$ cat config.mk
export PLATFORM = sky130hd
export DESIGN_NAME = jtag_dmi_dtm
export DESIGN_NICKNAME = d
export VERILOG_FILES = /design/src/rtl/jtag_dmi_dtm.sv
export SDC_FILE = /design/constraint.sdc
export NUM_CORES = 1
export LEC_CHECK = 0
export CAP_MARGIN = 20
export CORE_UTILIZATION = 57
export CTS_CLUSTER_SIZE = 10
export DETAILED_ROUTE_END_ITERATION = 16
export DONT_BUFFER_PORTS = 1
export GPL_TIMING_DRIVEN = 0
export PLACE_DENSITY_LB_ADDON = 0.15
export SYNTH_ARGS = -nofsm -noshare
export SYNTH_HDL_FRONTEND = slang
export SYNTH_SLANG_ARGS = --single-unit
$ cat constraint.sdc
create_clock -name clk -period 1.9 [get_ports clk]
set_input_delay 0.38 -clock clk [delete_from_list [all_inputs] [get_ports clk]]
set_output_delay 0.38 -clock clk [all_outputs]
set_load 0.1 [all_outputs]
$ cat src/rtl/jtag_dmi_dtm.sv
// rtl/jtag_dmi_dtm.sv - soft JTAG TAP with RISC-V DTM registers (IDCODE/DTMCS/DMI/BYPASS)
// TCK/TMS/TDI are oversampled into clk; the whole TAP and DMI front end run on clk.
module jtag_dmi_dtm #(
  parameter int          AWIDTH      = 7,
  parameter int          IRLEN       = 5,
  parameter logic [31:0] IDCODE      = 32'hDEADBEEF,
  parameter int          SYNC_STAGES = 2,
  parameter int          IDLE_CYCLES = 3
) (
  input  logic              clk,
  input  logic              rst_n,
  input  logic              tck,
  input  logic              tms,
  input  logic              tdi,
  output logic              tdo,
  output logic              tdo_oe,
  output logic              dmi_req_valid,
  input  logic              dmi_req_ready,
  output logic [AWIDTH-1:0] dmi_req_addr,
  output logic [31:0]       dmi_req_data,
  output logic [1:0]        dmi_req_op,
  input  logic              dmi_resp_valid,
  input  logic [31:0]       dmi_resp_data,
  input  logic [1:0]        dmi_resp_op,
  output logic              dmi_hard_reset
);

  localparam int DW = AWIDTH + 34;
  localparam logic [IRLEN-1:0] IR_IDCODE = IRLEN'(5'h01);
  localparam logic [IRLEN-1:0] IR_DTMCS  = IRLEN'(5'h10);
  localparam logic [IRLEN-1:0] IR_DMI    = IRLEN'(5'h11);

  typedef enum logic [3:0] {
    TLR, RTI, SEL_DR, CAP_DR, SHIFT_DR, EXIT1_DR, PAUSE_DR, EXIT2_DR, UPD_DR,
    SEL_IR, CAP_IR, SHIFT_IR, EXIT1_IR, PAUSE_IR, EXIT2_IR, UPD_IR
  } tap_state_t;

  logic [SYNC_STAGES-1:0] tck_sync, tms_sync, tdi_sync;
  logic tck_q, tck_s, tms_s, tdi_s, rise, fall;

  tap_state_t state, state_n;

  logic [DW-1:0]     dr, dr_cap, dr_sh;
  logic [IRLEN-1:0]  ir_sr, ir;
  logic [1:0]        sticky, sticky_r, sticky_n, status_r;
  logic              busy, busy_r, busy_n, resp_take;
  logic [31:0]       rdata, rdata_r, rdata_n, dtmcs_val;
  logic [AWIDTH-1:0] last_addr, last_addr_n, req_addr_n;
  logic [31:0]       req_data_n;
  logic [1:0]        req_op_n;
  logic              req_valid_n, hard_reset_n;
  logic              cap_dmi, upd_dmi, upd_dtmcs;

  always_ff @(posedge clk or negedge rst_n) begin
    if (!rst_n) begin
      tck_sync <= '0;
      tms_sync <= '0;
      tdi_sync <= '0;
      tck_q    <= 1'b0;
    end else begin
      tck_sync <= {tck_sync[SYNC_STAGES-2:0], tck};
      tms_sync <= {tms_sync[SYNC_STAGES-2:0], tms};
      tdi_sync <= {tdi_sync[SYNC_STAGES-2:0], tdi};
      tck_q    <= tck_sync[SYNC_STAGES-1];
    end
  end

  assign tck_s = tck_sync[SYNC_STAGES-1];
  assign tms_s = tms_sync[SYNC_STAGES-1];
  assign tdi_s = tdi_sync[SYNC_STAGES-1];
  assign rise  = tck_s & ~tck_q;
  assign fall  = ~tck_s & tck_q;

  always_ff @(posedge clk or negedge rst_n) begin
    if (!rst_n) state <= TLR;
    else        state <= state_n;
  end

  always_comb begin
    state_n = state;
    if (rise) begin
      case (state)
        TLR:      state_n = tms_s ? TLR      : RTI;
        RTI:      state_n = tms_s ? SEL_DR   : RTI;
        SEL_DR:   state_n = tms_s ? SEL_IR   : CAP_DR;
        CAP_DR:   state_n = tms_s ? EXIT1_DR : SHIFT_DR;
        SHIFT_DR: state_n = tms_s ? EXIT1_DR : SHIFT_DR;
        EXIT1_DR: state_n = tms_s ? UPD_DR   : PAUSE_DR;
        PAUSE_DR: state_n = tms_s ? EXIT2_DR : PAUSE_DR;
        EXIT2_DR: state_n = tms_s ? UPD_DR   : SHIFT_DR;
        UPD_DR:   state_n = tms_s ? SEL_DR   : RTI;
        SEL_IR:   state_n = tms_s ? TLR      : CAP_IR;
        CAP_IR:   state_n = tms_s ? EXIT1_IR : SHIFT_IR;
        SHIFT_IR: state_n = tms_s ? EXIT1_IR : SHIFT_IR;
        EXIT1_IR: state_n = tms_s ? UPD_IR   : PAUSE_IR;
        PAUSE_IR: state_n = tms_s ? EXIT2_IR : PAUSE_IR;
        EXIT2_IR: state_n = tms_s ? UPD_IR   : SHIFT_IR;
        UPD_IR:   state_n = tms_s ? SEL_DR   : RTI;
      endcase
    end
  end

  // Response is folded in before any capture/update in the same clk sees the status.
  assign resp_take = dmi_resp_valid & busy;

  always_comb begin
    busy_r   = resp_take ? 1'b0 : busy;
    rdata_r  = resp_take ? dmi_resp_data : rdata;
    sticky_r = (resp_take && dmi_resp_op != 2'd0 && sticky == 2'd0) ? 2'd2 : sticky;
    status_r = (sticky_r != 2'd0) ? sticky_r : (busy_r ? 2'd3 : 2'd0);
  end

  assign dtmcs_val = {17'b0, 3'(IDLE_CYCLES), status_r, 6'(AWIDTH), 4'd1};

  always_comb begin
    dr_cap = '0;
    if (ir == IR_IDCODE)     dr_cap = DW'(IDCODE);
    else if (ir == IR_DTMCS) dr_cap = DW'(dtmcs_val);
    else if (ir == IR_DMI)   dr_cap = {last_addr, rdata_r, status_r};
  end

  // TDI enters the MSB of whichever register is selected; BYPASS is one bit.
  always_comb begin
    dr_sh = dr >> 1;
    if (ir == IR_IDCODE || ir == IR_DTMCS) begin
      dr_sh[31] = tdi_s;
    end else if (ir == IR_DMI) begin
      dr_sh[DW-1] = tdi_s;
    end else begin
      dr_sh    = '0;
      dr_sh[0] = tdi_s;
    end
  end

  assign cap_dmi   = rise && state == CAP_DR && ir == IR_DMI;
  assign upd_dtmcs = fall && state == UPD_DR && ir == IR_DTMCS;
  assign upd_dmi   = fall && state == UPD_DR && ir == IR_DMI &&
                     (dr[1:0] == 2'd1 || dr[1:0] == 2'd2);

  always_comb begin
    sticky_n     = sticky_r;
    busy_n       = busy_r;
    rdata_n      = rdata_r;
    last_addr_n  = last_addr;
    req_valid_n  = dmi_req_valid & ~dmi_req_ready;
    req_addr_n   = dmi_req_addr;
    req_data_n   = dmi_req_data;
    req_op_n     = dmi_req_op;
    hard_reset_n = 1'b0;
    if (cap_dmi && busy_r && sticky_r == 2'd0) sticky_n = 2'd3;
    if (upd_dtmcs && dr[17]) begin
      sticky_n     = 2'd0;
      busy_n       = 1'b0;
      hard_reset_n = 1'b1;
    end else if (upd_dtmcs && dr[16]) begin
      sticky_n = 2'd0;
    end
    // A request still waiting on its handshake blocks a new one just like busy.
    if (upd_dmi) begin
      if (busy_r || dmi_req_valid) begin
        sticky_n = 2'd3;
      end else if (sticky_r == 2'd0) begin
        req_valid_n = 1'b1;
        req_addr_n  = dr[DW-1:34];
        req_data_n  = dr[33:2];
        req_op_n    = dr[1:0];
        last_addr_n = dr[DW-1:34];
        busy_n      = 1'b1;
      end
    end
    if (state == TLR) sticky_n = 2'd0;
  end

  always_ff @(posedge clk or negedge rst_n) begin
    if (!rst_n) begin
      sticky         <= 2'd0;
      busy           <= 1'b0;
      rdata          <= '0;
      last_addr      <= '0;
      dmi_req_valid  <= 1'b0;
      dmi_req_addr   <= '0;
      dmi_req_data   <= '0;
      dmi_req_op     <= 2'd0;
      dmi_hard_reset <= 1'b0;
    end else begin
      sticky         <= sticky_n;
      busy           <= busy_n;
      rdata          <= rdata_n;
      last_addr      <= last_addr_n;
      dmi_req_valid  <= req_valid_n;
      dmi_req_addr   <= req_addr_n;
      dmi_req_data   <= req_data_n;
      dmi_req_op     <= req_op_n;
      dmi_hard_reset <= hard_reset_n;
    end
  end

  always_ff @(posedge clk or negedge rst_n) begin
    if (!rst_n) begin
      dr     <= '0;
      ir_sr  <= '0;
      ir     <= IR_IDCODE;
      tdo    <= 1'b0;
      tdo_oe <= 1'b0;
    end else begin
      if (rise) begin
        if (state == CAP_DR)        dr <= dr_cap;
        else if (state == SHIFT_DR) dr <= dr_sh;
        if (state == CAP_IR)        ir_sr <= IRLEN'(2'b01);
        else if (state == SHIFT_IR) ir_sr <= {tdi_s, ir_sr[IRLEN-1:1]};
      end
      if (fall) begin
        tdo_oe <= (state == SHIFT_IR) || (state == SHIFT_DR);
        tdo    <= (state == SHIFT_IR) ? ir_sr[0] : (state == SHIFT_DR) ? dr[0] : 1'b0;
      end
      if (state == TLR)                    ir <= IR_IDCODE;
      else if (fall && state == UPD_IR)    ir <= ir_sr;
    end
  end

endmodule

Yosys cells after proc, flatten, opt, wreduce, memory -nomap -nowiden. Index checks and enable logic that the tools add are counted.

Eq/ne operators: 20. Mux-type cells: 48. Bitwise operators: 8. Reductions and logical operators: 31.

Operators with widths (count): 41-bit two-way mux (5); 4-bit one-hot mux with 12 select lines (1); 40-bit two-way mux (1); 4-bit == test, second input constant (8); 32-bit two-way mux (1); 31-bit two-way mux (1); 2-bit two-way mux (12); 5-bit two-way mux (4); 4-bit by 3-bit == test with 1-bit output, second input constant (4); 1-bit two-way mux (16); 4-bit two-way mux (4); 1-bit logical AND (13); 5-bit == test, second input constant (2); 2-bit nonzero test (5); 9-bit two-way mux (1); 4-bit by 2-bit == test with 1-bit output, second input constant (2); 3-bit two-way mux (2); 5-bit by 1-bit == test with 1-bit output, second input constant (1); 1-bit AND (4); 4-bit by 1-bit == test with 1-bit output, second input constant (1); 2-bit zero test (2); 4-bit zero test (1); 1-bit logical OR (4); 1-bit NOT (4); other kinds (6) (8).

Register bits after elaboration: 142. Input bits: 41.

Logic depth before layout (Yosys ltp).
Depth after elaboration: 12. Mapped depth: 7. Gate-level depth less buffers: 4.

Least setup slack after synthesis. No wires, ideal clock.

Path type: reg-to-reg. From: register dmi_req_valid. To: register last_addr[3]. Library setup time: 0.126 ns. Data arrival time: 1.818 ns. Required time: 1.774 ns. Setup slack: -0.044 ns. Stages on the path, launching flop included: 6. Path buffers: 1. Cells stage by stage: dfrtp_1 -> inv_1 -> and2_1 -> nand4b_4 -> buf_6 -> mux2_4.

Longest elaborated chain between the ends: 3.

RTL lines: from (decl) (RTL line 17) `output logic dmi_req_valid,`; from (signal assigned) (RTL line 190) `dmi_req_valid <= req_valid_n;`; 1-bit logical OR (RTL line 160) `if (busy_r || dmi_req_valid) begin`; 1-bit NOT (no source line); 3-bit AND reduction (no source line); to (signal assigned) (RTL line 189) `last_addr <= last_addr_n;`; to (decl) (RTL line 48) `logic [AWIDTH-1:0] last_addr, last_addr_n, req_addr_n;`.

No other way between the ends. A chain may end at the register's enable or synchronous reset.

Final worst setup path.
From: register ir[3]. To: register dmi_req_data[18].

Longest elaborated chain between the ends: 4.

RTL lines: from (decl) (RTL line 44) `logic [IRLEN-1:0] ir_sr, ir;`; from (signal assigned) (RTL line 217) `else if (fall && state == UPD_IR) ir <= ir_sr;`; 5-bit == test (RTL line 137) `assign upd_dmi = fall && state == UPD_DR && ir == IR_DMI &&`; 1-bit logical AND (2 in a row) (RTL line 137); 3-bit AND reduction (no source line); to (signal assigned) (RTL line 192) `dmi_req_data <= req_data_n;`; to (decl) (RTL line 20) `output logic [31:0] dmi_req_data,`.

No other way between the ends.

==> impl_metrics.tcl <==
set metrics [dict create \
    arrival_ns 2.40 \
    rsz0062_at_grt "true" \
    r2r_start "ir[3]" \
    drv_slew 0 \
    cap_viol_max_count 0 \
    status "finished with violations" \
    globalplace.congestion 0.846 \
    powerDensity_nw_per_um2 1190 \
    num_rows 38 \
    synth_cell_type_count 62 \
    worst_pin_slew_ns 0.941 \
    cts.sinks 142 \
    cp-start-kind "flop" \
    violations "hold timing, setup timing" \
    overflow 0 \
    dp_hpwl_um 10300 \
    path_class "reg -> reg" \
    synth_edf_count 0 \
    start_util_pct 59.0 \
    critPathBufInv 3 \
    utilization_pct 70.3 \
    drt-total-wl_um 15800 \
    critPathLaunch "ir[3]" \
    synth_compound_area_share_pct 17.5 \
    synthToLayoutAreaGrowth_pct 19.2 \
    synthMuxAreaShare_pct 12.7 \
    ys_seq_elements 142 \
    hold_buffers 9 \
    cts_tree "done" \
    ios 86 \
    fin_nets 623 \
    viasPerCell 6.28 \
    vias 4617 \
    cts_made_buffers 17 \
    cp_top_family "simple AND/OR/NAND/NOR gates" \
    synthCells 534 \
    synthArstFlopShare_pct 100 \
    report.power.total_mw 9.11 \
    first_iter_violations 328 \
    grt.total_usage_pct 28.1 \
    clockBufferDepth 2 \
    die_area_sq_um 11700 \
    yosysSeqAreaShare_pct 55.3 \
    postPlaceCellArea_sq_um 6600 \
    clock_latency_ns 0.54 \
    grt_max_degree 143 \
    die_x_um 108 \
    timing.hold.ws_ns -0.467 \
    synthesis.nets 575 \
    syn_avg_cell_area_sq_um 12.0 \
    layout_min_cycle_time_ns 1.98 \
    final_cell_mix "dfrtp_1, nand2_1, o21ai_0" \
    ant_nets 0 \
    final_area_sq_um 7660 \
    clk_pin_slew_ns 0.06 \
    dieHeight_um 108 \
    peakVddDrop_v 0.000675 \
    yosys.area_share.xor_xnor_pct 0.136 \
    core_sq_um 10900 \
    hold_viol 142 \
    finalSetupViolCount 41 \
    ys_warn_count 0 \
    synth_simple_gate_area_share_pct 10.9 \
    hold_class "in -> async" \
    relSlewSlack_pct 37.3 \
    worstPathRequired_ns 2.32 \
    root_buffer "clkbuf_8" \
    fin_ws_ns -0.0759 \
    critPathMaxFanout 5 \
    synth_top_family_by_area "compound AO/OA/AOI/OAI gates" \
    synth_ff_type "dfrtp_1" \
    wl_per_cell_um 21.5 \
    drive_above_1_share_pct 29.3 \
    fin_crit_sh_pct 104 \
    cpMostUsedCell "buf_6" \
    drc 0 \
    finClkSkew_ns 0.00799 \
    port_buffers 0 \
    worst_setup_path_end_kind "flop" \
    grt_first_pass_wirelength_um 24300 \
    slowest_stage "or3_4" \
    grt_pass1_vias 4525 \
    antenna_found_initial 1 \
    synth_area_sq_um 6420 \
    critPathMaxStageDelay_ns 0.38 \
    yosys.area_share.adder_pct 0 \
    p_leak_nw 3.83 \
    timing.fmax_ghz 0.506 \
    final_common_cell "dfrtp_1" \
    cts_max_level 4 \
    dr.pass1.iters 4 \
    worstPathCellList "or3_4 > buf_6 > nor3_4 > nand4b_4 > buf_6 > clkbuf_16 > mux2_4" \
    nFillCells 756 \
]
-- path summary, 6_finish.rpt --
kind | to | slack (ns) | cells after the start
min | dmi_req_data[11] | -0.47 | 0
min reg2reg | tms_sync[1] | 0.35 | 0
max | dmi_req_data[18] | -0.08 | 7
max reg2reg | dmi_req_data[18] | -0.08 | 7
max in group asynchronous | last_addr[5] | 2.10 | 0
min in group clk | rdata[27] | 0.02 | 1
-- what timing repair did --
action,in CTS,in global routing
pin swaps,4,1
setup buffers,11,8
gates cloned,1,3
endpoints found under the hold margin,151,142
resized for setup,35,44
setup endpoints to repair,111,104
-- registers in the layout, summed over array words and instances, names as in the netlist --
signal / flops
dmi_req_op: 2
dmi_hard_reset: 1
busy: 1
sticky: 2
tck_q: 1
rdata: 32
dr: 41
tck_sync: 2
tdo_oe: 1
state: 4
ir_sr: 5
dmi_req_valid: 1
dmi_req_data: 32
last_addr: 7
tdo: 1
ir: 5
tdi_sync: 2
tms_sync: 2
-- area by class of cell --
type	instances	area, sq um	area share [%]
Sequential cell	142	3570	46.6
Multi-Input combinational cell	346	2730	35.7
Clock buffer	25	504	6.58
Timing Repair Buffer	32	348	4.54
Buffer	36	268	3.50
Tap cell	140	175	2.29
Clock inverter	6	32.5	0.425
Inverter	7	27.5	0.359
Antenna cell	1	2.50	0.0327
-- metrics by stage --
step | setup TNS [ns] | cells | worst slack, ns
2_1_floorplan | 0 | 534 | 0.00259
5_1_grt | -3.95 | 735 | -0.123
6_report | -1.89 | 735 | -0.0759
4_1_cts | -1.42 | 724 | -0.0540
3_5_place_dp | -23.30 | 674 | -0.353
3_3_place_gp | -17.74 | 674 | -0.354
-- power breakdown --
group / internal (mW) / leakage, nW / total, mW / switching, mW
Sequential: 3.47 / 1.87 / 4.08 / 0.601
Combinational: 0.946 / 1.69 / 2.04 / 1.09
Clock: 1.79 / 0.270 / 3.00 / 1.20
Total: 6.22 / 3.83 / 9.11 / 2.90
-- cell usage after synthesis, drive strengths merged (10+ instances only) --
master,n,area share [%]
a211oi,17,2.0
a2bb2oi,16,2.2
o21ai,45,3.5
nand2,47,2.7
nor2,10,0.58
a21oi,11,0.86
dfrtp,141,55
a21o,16,1.9
and3,15,1.5
mux2,58,12
buf,15,1.6
clkbuf,24,1.4
a22oi,18,2.1
nor3,10,1.1
-- per-layer routing --
metal  routed length (um)  GRT usage (%)
met1                 6970           38.6
met3                  951           6.69
met4                  407           12.9
met5                    0              0
met2                 7440           42.2
-- cells by family (layout without fill, tap and decap cells) --
| group | count (synthesis) | in the layout |
|---|---|---|
| simple gates | 124 | 124 |
| flops | 142 | 142 |
| mux | 60 | 60 |
| other cells | 0 | 1 |
| compound gates | 161 | 161 |
| xor+xnor | 1 | 1 |
| buf+inv | 46 | 106 |
Power figures use the tool's default switching activity.
